## src/rtl/regfile_pkg.sv

```systemverilog
// Shared definitions for the register-file write/read port arbiters.
// Holds default geometry, the arbiter FSM state encoding and an NREG helper.
package regfile_pkg;

    localparam int unsigned REG_SELECT_WIDTH = 5;
    localparam int unsigned DATA_WIDTH       = 32;

    // Arbiter FSM states; kept as plain constants for legacy compatibility
    localparam logic INIT = 1'b0;
    localparam logic RUN  = 1'b1;

    // Number of registers addressed by a select of the given width
    function automatic int unsigned nregOf(input int unsigned selWidth);
        return 32'(1) << selWidth;
    endfunction

    localparam int unsigned NREG = nregOf(REG_SELECT_WIDTH);

endpackage

```

## src/rtl/rr_priority_select.sv

```systemverilog
// Combinational round-robin priority select.
// Searches Req upward from Pointer (wrapping modulo NUM_REQ) and returns the
// first set bit as a one-hot Grant and a binary Winner.
// Ports:
//   Req      in   NUM_REQ     request vector
//   Pointer  in   PTR_WIDTH   highest-priority index this cycle
//   Grant    out  NUM_REQ     one-hot winner (0 when no request)
//   Winner   out  PTR_WIDTH   binary winner index (0 when no request)
//   AnyGrant out  1           at least one request present
module rr_priority_select #(
    parameter int unsigned NUM_REQ   = 4,
    parameter int unsigned PTR_WIDTH = $clog2(NUM_REQ)
) (
    input  logic [NUM_REQ-1:0]   Req,
    input  logic [PTR_WIDTH-1:0] Pointer,
    output logic [NUM_REQ-1:0]   Grant,
    output logic [PTR_WIDTH-1:0] Winner,
    output logic                 AnyGrant
);

    logic [PTR_WIDTH-1:0] idx;

    // First set bit at or after Pointer, wrapping
    always_comb begin
        Grant    = '0;
        Winner   = '0;
        AnyGrant = 1'b0;
        idx      = '0;
        for (int i = 0; i < int'(NUM_REQ); i++) begin
            idx = PTR_WIDTH'((int'(Pointer) + i) % int'(NUM_REQ));
            if (!AnyGrant && Req[idx]) begin
                AnyGrant   = 1'b1;
                Winner     = idx;
                Grant[idx] = 1'b1;
            end
        end
    end

endmodule

```

## src/rtl/regfile_write_arbiter.sv

```systemverilog
// Owner of the register file's single write port.
// After reset it sweeps INIT_VALUE into every register, then shares the port
// round-robin among NUM_REQ requesters. Grant is combinational and consumes
// the request in the same cycle; the write appears on the registered outputs
// one cycle later.
// Build option: ZERO_REG_PROTECT_EN - in RUN, writes that target register 0
// are granted but their WriteEnable is suppressed.
// Ports:
//   Clk, Reset    clock and synchronous active-high reset
//   Req           per-requester write request (level)
//   ReqSelect     packed target registers, requester i at [i*RSW +: RSW]
//   ReqData       packed write data, requester i at [i*DW +: DW]
//   Stall         blocks all grants while high
//   Grant         combinational one-hot grant
//   WriteEnable   registered register-file write enable
//   WriteSelect   registered register-file write select
//   WriteData     registered register-file write data
//   InitDone      registered, high once the init sweep has completed
module regfile_write_arbiter
    import regfile_pkg::*;
#(
    parameter int unsigned              REG_SELECT_WIDTH = regfile_pkg::REG_SELECT_WIDTH,
    parameter int unsigned              DATA_WIDTH       = regfile_pkg::DATA_WIDTH,
    parameter int unsigned              NUM_REQ          = 4,
    parameter logic [DATA_WIDTH-1:0]    INIT_VALUE       = '0
) (
    input  logic                             Clk,
    input  logic                             Reset,
    input  logic [NUM_REQ-1:0]               Req,
    input  logic [NUM_REQ*REG_SELECT_WIDTH-1:0] ReqSelect,
    input  logic [NUM_REQ*DATA_WIDTH-1:0]    ReqData,
    input  logic                             Stall,
    output logic [NUM_REQ-1:0]               Grant,
    output logic                             WriteEnable,
    output logic [REG_SELECT_WIDTH-1:0]      WriteSelect,
    output logic [DATA_WIDTH-1:0]            WriteData,
    output logic                             InitDone
);

    localparam int unsigned PTR_WIDTH = $clog2(NUM_REQ);
    localparam int unsigned NREG_L    = nregOf(REG_SELECT_WIDTH);
    localparam logic [REG_SELECT_WIDTH-1:0] LAST_SEL = REG_SELECT_WIDTH'(NREG_L - 1);

    logic                        state, stateNext;
    logic [REG_SELECT_WIDTH-1:0] sweepCount, sweepCountNext;
    logic [PTR_WIDTH-1:0]        pointer, pointerNext;
    logic                        weNext;
    logic [REG_SELECT_WIDTH-1:0] selNext;
    logic [DATA_WIDTH-1:0]       dataNext;
    logic                        initDoneNext;

    logic [NUM_REQ-1:0]          rawGrant;
    logic [PTR_WIDTH-1:0]        winner;
    logic                        anyReq;
    logic                        grantOk;
    logic [REG_SELECT_WIDTH-1:0] winSel;
    logic [DATA_WIDTH-1:0]       winData;

    rr_priority_select #(
        .NUM_REQ   (NUM_REQ),
        .PTR_WIDTH (PTR_WIDTH)
    ) uSelect (
        .Req      (Req),
        .Pointer  (pointer),
        .Grant    (rawGrant),
        .Winner   (winner),
        .AnyGrant (anyReq)
    );

    // A grant only exists in RUN, outside reset, with no stall
    assign grantOk = (state == RUN) && !Stall && !Reset && anyReq;
    assign Grant   = grantOk ? rawGrant : '0;

    // Unpack the winning requester's select and data
    always_comb begin
        winSel  = '0;
        winData = '0;
        for (int i = 0; i < int'(NUM_REQ); i++) begin
            if (winner == PTR_WIDTH'(i)) begin
                winSel  = ReqSelect[i*REG_SELECT_WIDTH +: REG_SELECT_WIDTH];
                winData = ReqData[i*DATA_WIDTH +: DATA_WIDTH];
            end
        end
    end

    // State, counter, pointer and output registers
    always_ff @(posedge Clk) begin
        if (Reset) begin
            state       <= INIT;
            sweepCount  <= '0;
            pointer     <= '0;
            WriteEnable <= 1'b0;
            WriteSelect <= '0;
            WriteData   <= '0;
            InitDone    <= 1'b0;
        end else begin
            state       <= stateNext;
            sweepCount  <= sweepCountNext;
            pointer     <= pointerNext;
            WriteEnable <= weNext;
            WriteSelect <= selNext;
            WriteData   <= dataNext;
            InitDone    <= initDoneNext;
        end
    end

    // Next-state and next-output logic
    always_comb begin
        stateNext      = state;
        sweepCountNext = sweepCount;
        pointerNext    = pointer;
        weNext         = 1'b0;
        selNext        = WriteSelect;
        dataNext       = WriteData;
        initDoneNext   = InitDone;

        case (state)
            INIT: begin
                weNext   = 1'b1;
                selNext  = sweepCount;
                dataNext = INIT_VALUE;
                // The counter parks on the last select instead of wrapping
                if (sweepCount == LAST_SEL) begin
                    stateNext    = RUN;
                    initDoneNext = 1'b1;
                end else begin
                    sweepCountNext = sweepCount + 1'b1;
                end
            end
            RUN: begin
                if (grantOk) begin
`ifdef ZERO_REG_PROTECT_EN
                    weNext = (winSel != '0);
`else
                    weNext = 1'b1;
`endif
                    selNext     = winSel;
                    dataNext    = winData;
                    pointerNext = (winner == PTR_WIDTH'(NUM_REQ - 1)) ? '0 : winner + 1'b1;
                end
            end
            default: stateNext = INIT;
        endcase
    end

endmodule

```

## config.mk

```make
export PLATFORM = sky130hd
export DESIGN_NAME = regfile_write_arbiter
export DESIGN_NICKNAME = d
export VERILOG_FILES = /design/src/rtl/regfile_pkg.sv /design/src/rtl/rr_priority_select.sv /design/src/rtl/regfile_write_arbiter.sv
export SDC_FILE = /design/constraint.sdc
export NUM_CORES = 1
export LEC_CHECK = 0
export ABC_AREA = 1
export ABC_CLOCK_PERIOD_IN_PS = 4600
export CORE_MARGIN = 4
export CORE_UTILIZATION = 44
export DETAILED_ROUTE_END_ITERATION = 16
export PLACE_DENSITY_LB_ADDON = 0.08
export SLEW_MARGIN = 10
export SYNTH_ARGS = -nofsm -noshare
export SYNTH_HDL_FRONTEND = slang
export SYNTH_HIERARCHICAL = 1
export SYNTH_SLANG_ARGS = --single-unit
export TNS_END_PERCENT = 1
```

## constraint.sdc

```tcl
create_clock -name Clk -period 4.6 [get_ports Clk]
set_input_delay 0.92 -clock Clk [delete_from_list [all_inputs] [get_ports Clk]]
set_output_delay 0.92 -clock Clk [all_outputs]
set_load 0.02 [all_outputs]
```

; Yosys cells after proc, flatten, opt, wreduce, memory -nomap -nowiden
; Index checks and enable logic that the tools add are counted.
[word_totals]
register_bits = 47
in_bits = 155
out_inout_bits = 43
[op_classes]
add_sub_neg = 5
order_cmp = 8
eq_ne = 5
n_mux = 46
bitwise_logic = 5
reduce_logical = 19
[ops]
columns = cell, count
row1 = $mux W32, 5
row2 = $pmux W32 S2, 1
row3 = $mux W5, 5
row4 = $mux W4, 5
row5 = $mux W1, 15
row6 = $lt A2 B3 Y1 const B, 4
row7 = $or A4 B4 Y4, 3
row8 = $logic_and A1 B1 Y1, 10
row9 = $mux W2, 5
row10 = $pmux W5 S2, 1
row11 = $bmux W1 S2, 4
row12 = $demux W1 S2, 4
row13 = $ge A2 B1 Y1 const B, 4
row14 = $reduce_and A2 Y1, 3
row15 = $add A5 B1 Y5 const B, 1
row16 = $eq A5 B5 Y1 const B, 1
row17 = $logic_not A1 Y1, 5
row18 = $add A2 B1 Y2 const B, 2
row19 = $add A2 B2 Y2 const B, 2
row20 = $eq A2 B2 Y1 const B, 2
row21 = $eq A2 B1 Y1 const B, 1
row22 = $logic_not A2 Y1, 1
row23 = $ne A2 B1 Y1 const B, 1
row24 = $not A1 Y1, 2
row25 = $pmux W1 S2, 1

; Depth between registers and ports, before layout
[depth]
depth_word = 19
mapped_depth = 19
depth_no_buf = 17

; Hierarchy
; Netlist, hierarchy kept.
[modules_own_cells]
columns = mod, instances, cells_each, area_each_um2
row1 = regfile_write_arbiter, 1, 595, 3355.7
row2 = rr_priority_select, 1, 74, 440.4

; Least setup slack after synthesis
; OpenSTA, ideal clock, no wires.
[synth_timing]
path_kind = input to output
start = in Req[3]
end = out Grant[0]
t_arrival_ns = 2.155
required_ns = 3.680
path_slack_ns = 1.525
cell_stages = 12
n_path_buf = 2
path_cell_list = inv_1 > nand2_1 > nand3_4 > nand2_4 > nor2_4 > buf_6 > nand4_1 > nand2_2 > inv_2 > nand2_8 > buf_6 > nor2_1
[synth_via]
elab_chain_len = 14
word_cells_on_any_way = 27
classes_between = mux: 17 / bitwise: 3 / reduce/logical: 7
[synth_lines]
columns = item, line
row1 = start: declaration, regfile_write_arbiter.sv:29  ; input logic [NUM_REQ-1:0] Req,
row2 = $bmux W1 S2, rr_priority_select.sv:31  ; if (!AnyGrant && Req[idx]) begin
row3 = $mux W1 (not written as such), rr_priority_select.sv:31
row4 = $mux W1, rr_priority_select.sv:31
row5 = $logic_not A1 Y1, rr_priority_select.sv:31
row6 = $logic_and A1 B1 Y1, rr_priority_select.sv:31
row7 = $mux W1, rr_priority_select.sv:31
row8 = $logic_not A1 Y1, rr_priority_select.sv:31
row9 = $logic_and A1 B1 Y1, rr_priority_select.sv:31
row10 = $mux W1, rr_priority_select.sv:31
row11 = $logic_not A1 Y1, rr_priority_select.sv:31
row12 = $logic_and A1 B1 Y1, rr_priority_select.sv:31
row13 = $mux W1 *, rr_priority_select.sv:31
row14 = named net anyReq, regfile_write_arbiter.sv:54  ; logic anyReq;
row15 = $logic_and A1 B1 Y1 *, regfile_write_arbiter.sv:71  ; assign grantOk = (state == RUN) && !Stall && !Reset && anyReq;
row16 = $mux W4 *, regfile_write_arbiter.sv:72  ; assign Grant = grantOk ? rawGrant : '0;
row17 = end: declaration, regfile_write_arbiter.sv:33  ; output logic [NUM_REQ-1:0] Grant,
; Mark *: on every way through the listed nets, which the timed path passes. The rest lies on a longest branch. The select of a mux whose other input is x is not followed.

; Final worst setup path
[layout_timing]
start = in Req[1]
end = out Grant[0]
; Same word-level chain as after synthesis.

==> metrics.txt <==
Synth area leader dfxtp_1; clock power share 29.2%; NetSw 0.306 mW; Clock Tree Root clkbuf_8; CTS sink cnt 47; Max Buffers Root-to-Sink 2; crit path from Req[1]; Worst Hold Launch WriteData[16]; all-layer global routing usage between 20% and 30%; kind of critical path in2out; largest net degree at the start of global routing 47; CTS-repair resized insts 0; Wirelength per Cell 14.4 µm; internal power 0.750 mW; Final Skew about 0.017 ns; drt via density 4.98; postcts setup bufs 0; top cell type's share of synthesized area about a quarter; dpl cells 936; Layout fillers between 700 and 800; Layout Cells excl Fill 944; Power Total 1.06 mW; Die Y 101 µm; layout cells sized above 1 4.41%; total iterations of the first detailed-routing run 5; Sw Share 29.0%; combinational share of power 31.6%; max cap viols 0; Tmin final ~4.1 ns; Initial Utilization roughly 46%; # IOs approximately 200; CTS tree built; RSZ-0062 raised after global routing false; number of buffers created by CTS 5; Leak approximately 2.7 nW; worst-path fanout max 46; critical path launch point type primary input; Worst slew margin a little over two fifths; number of nets with antenna violations after routing 0; Final TNS setup 0 ns; Area Growth Syn to Fin 52.7%; most common cell after layout, fill and taps aside nand2_1; Flop pwr share 39.2%; endpoints failing setup 0; CP Capture Type primary output; Synth Cell Area 0.00380 mm²; Antenna Cells 0; critical path data arrival time between 3 and 4 ns; Core ar. 0.00830 mm²; syn nets 835; final slew viol count 0; Die ar. between 0.01 and 0.015 mm²; Post-Syn Area per Cell 5.67 µm²; first-pass GRT wire length 21600 µm; Hold Path Class reg2reg; Skew-Pair Late Insertion Delay slightly above 0.3 ns; Peak Freq ~240 MHz; vias in the first global route 4562; post-synthesis cell type count 28; Seq cells post-synth 47; Tcrit/Tclk final between 80% and 90%; Horiz. Die Dim 101 µm; Hold Fails Final Rpt 0; DRC 0; first-iteration detailed-routing DRC count 229; initial antenna violation count 0; most area-consuming cells after synthesis dfxtp_1 (25%), nand2_1 (24%), a21oi_1 (11%), nor2_1 (8.5%), nand3_1 (6.9%); row count 33; Power Density ~180 mW/mm²; worst-margin pin slew 0.844 ns; CP required 3.68 ns; total grt overflow 0; Post-Route WL approximately 14000 µm; vias approximately 4700; clk slew on worst S/H paths approximately 0.09 ns; outcome finished clean; placed inst area 0.00568 mm²; Final nets roughly 1000; FF-to-FF Start pointer[0]; final instance area 0.00580 mm²; YS warnings 6; Syn Inst Count 669; # port buffers 197; commonest non-fill, non-tap cells in the layout nand2_1 (246), clkdlybuf4s50_1 (196), nor2_1 (86); gp weighted congestion 0.930; sequential area share after synthesis 24.8%; Post-DP HPWL 9870 µm; H-tree depth 2; maximum vdd drop 0.165 mV; hold-fix buffers at CTS 0
metrics by stage:
stage | setup WS (ns) | utilization, % | hold WS (ns)
global placement | 0.585 | 68.5 | 0.453
finish | 0.509 | 69.8 | 0.469
CTS | 0.495 | 69.8 | 0.469
global route | 0.298 | 69.8 | 0.491
floorplan | 1.52 | - | 0.461
detailed placement | 0.511 | 68.5 | 0.455
registers in the layout, summed over array words and instances, names as in the netlist:
signal,flops
WriteData,32
state,1
pointer,2
WriteEnable,1
InitDone,1
sweepCount,5
WriteSelect,5
metal layers:
layer  vias to the layer above  global-route usage [%]  wire [µm]
met1                      2078                    31.9       5400
li1                       2433                       -          -
met4                         0                    7.36        320
met2                       167                    46.6       6830
met5                         -                       0          0
met3                        27                    4.50       1080
synth_stat cells (all sizes together):
| cell type | number |
|---|---|
| a21oi | 84 |
| nand3 | 54 |
| nand4 | 8 |
| o22ai | 3 |
| nor3 | 1 |
| a21boi | 4 |
| ha | 11 |
| nand2 | 257 |
| inv | 64 |
| buf | 35 |
| dfxtp | 47 |
| o21ai | 7 |
| clkbuf | 5 |
| xnor2 | 1 |
| nor2 | 88 |
power by group through the flow:
stage	sequential [mW]	combinational, mW	clock [mW]
3_5_place_dp	0.423	0.331	0
6_report	0.414	0.333	0.309
4_1_cts	0.414	0.333	0.314
2_1_floorplan	0.425	0.160	0
3_3_place_gp	0.423	0.325	0
5_1_grt	0.415	0.372	0.329
cell families after synthesis:
family	count (synthesis)	synth area share [%]
AO/OA/AOI/OAI	98	13.6
XOR/XNOR	1	0.231
adder cells (fa/ha/maj)	11	3.63
buffers and inverters	104	13.0
flip-flops	47	24.8
AND/OR/NAND/NOR	408	44.8
path summary, 6_finish.rpt:
kind	end	slack, ns	cells past startpoint
worst max-delay path	Grant[0]	0.51	12
worst min-delay path	WriteData[16]	0.47	2
worst max register to register	WriteSelect[2]	1.08	17
worst min register to register	WriteData[16]	0.47	2
critical path, stage by stage:
cell,delay [ns]
clkdlybuf4s50_1,0.43
inv_1,0.07
nand2_1,0.07
nand3_2,0.16
nand2_4,0.07
nor2_4,0.26
nand4_1,0.14
nand2_2,0.10
inv_2,0.07
nand2_8,0.23
nor2_1,0.08
clkdlybuf4s50_1,0.55
cell type report:
| cell class | instances | area, µm² | area share (%) |
|---|---|---|---|
| clock buffer | 5 | 68.8 | 1.19 |
| multi-input combinational | 518 | 2360 | 40.7 |
| clock inverter | 3 | 43.8 | 0.756 |
| tap | 105 | 131 | 2.27 |
| sequential | 47 | 941 | 16.2 |
| timing repair buffer | 202 | 2000 | 34.6 |
| inverter | 64 | 245 | 4.23 |
Note: power is estimated with default switching activity, not from simulation.
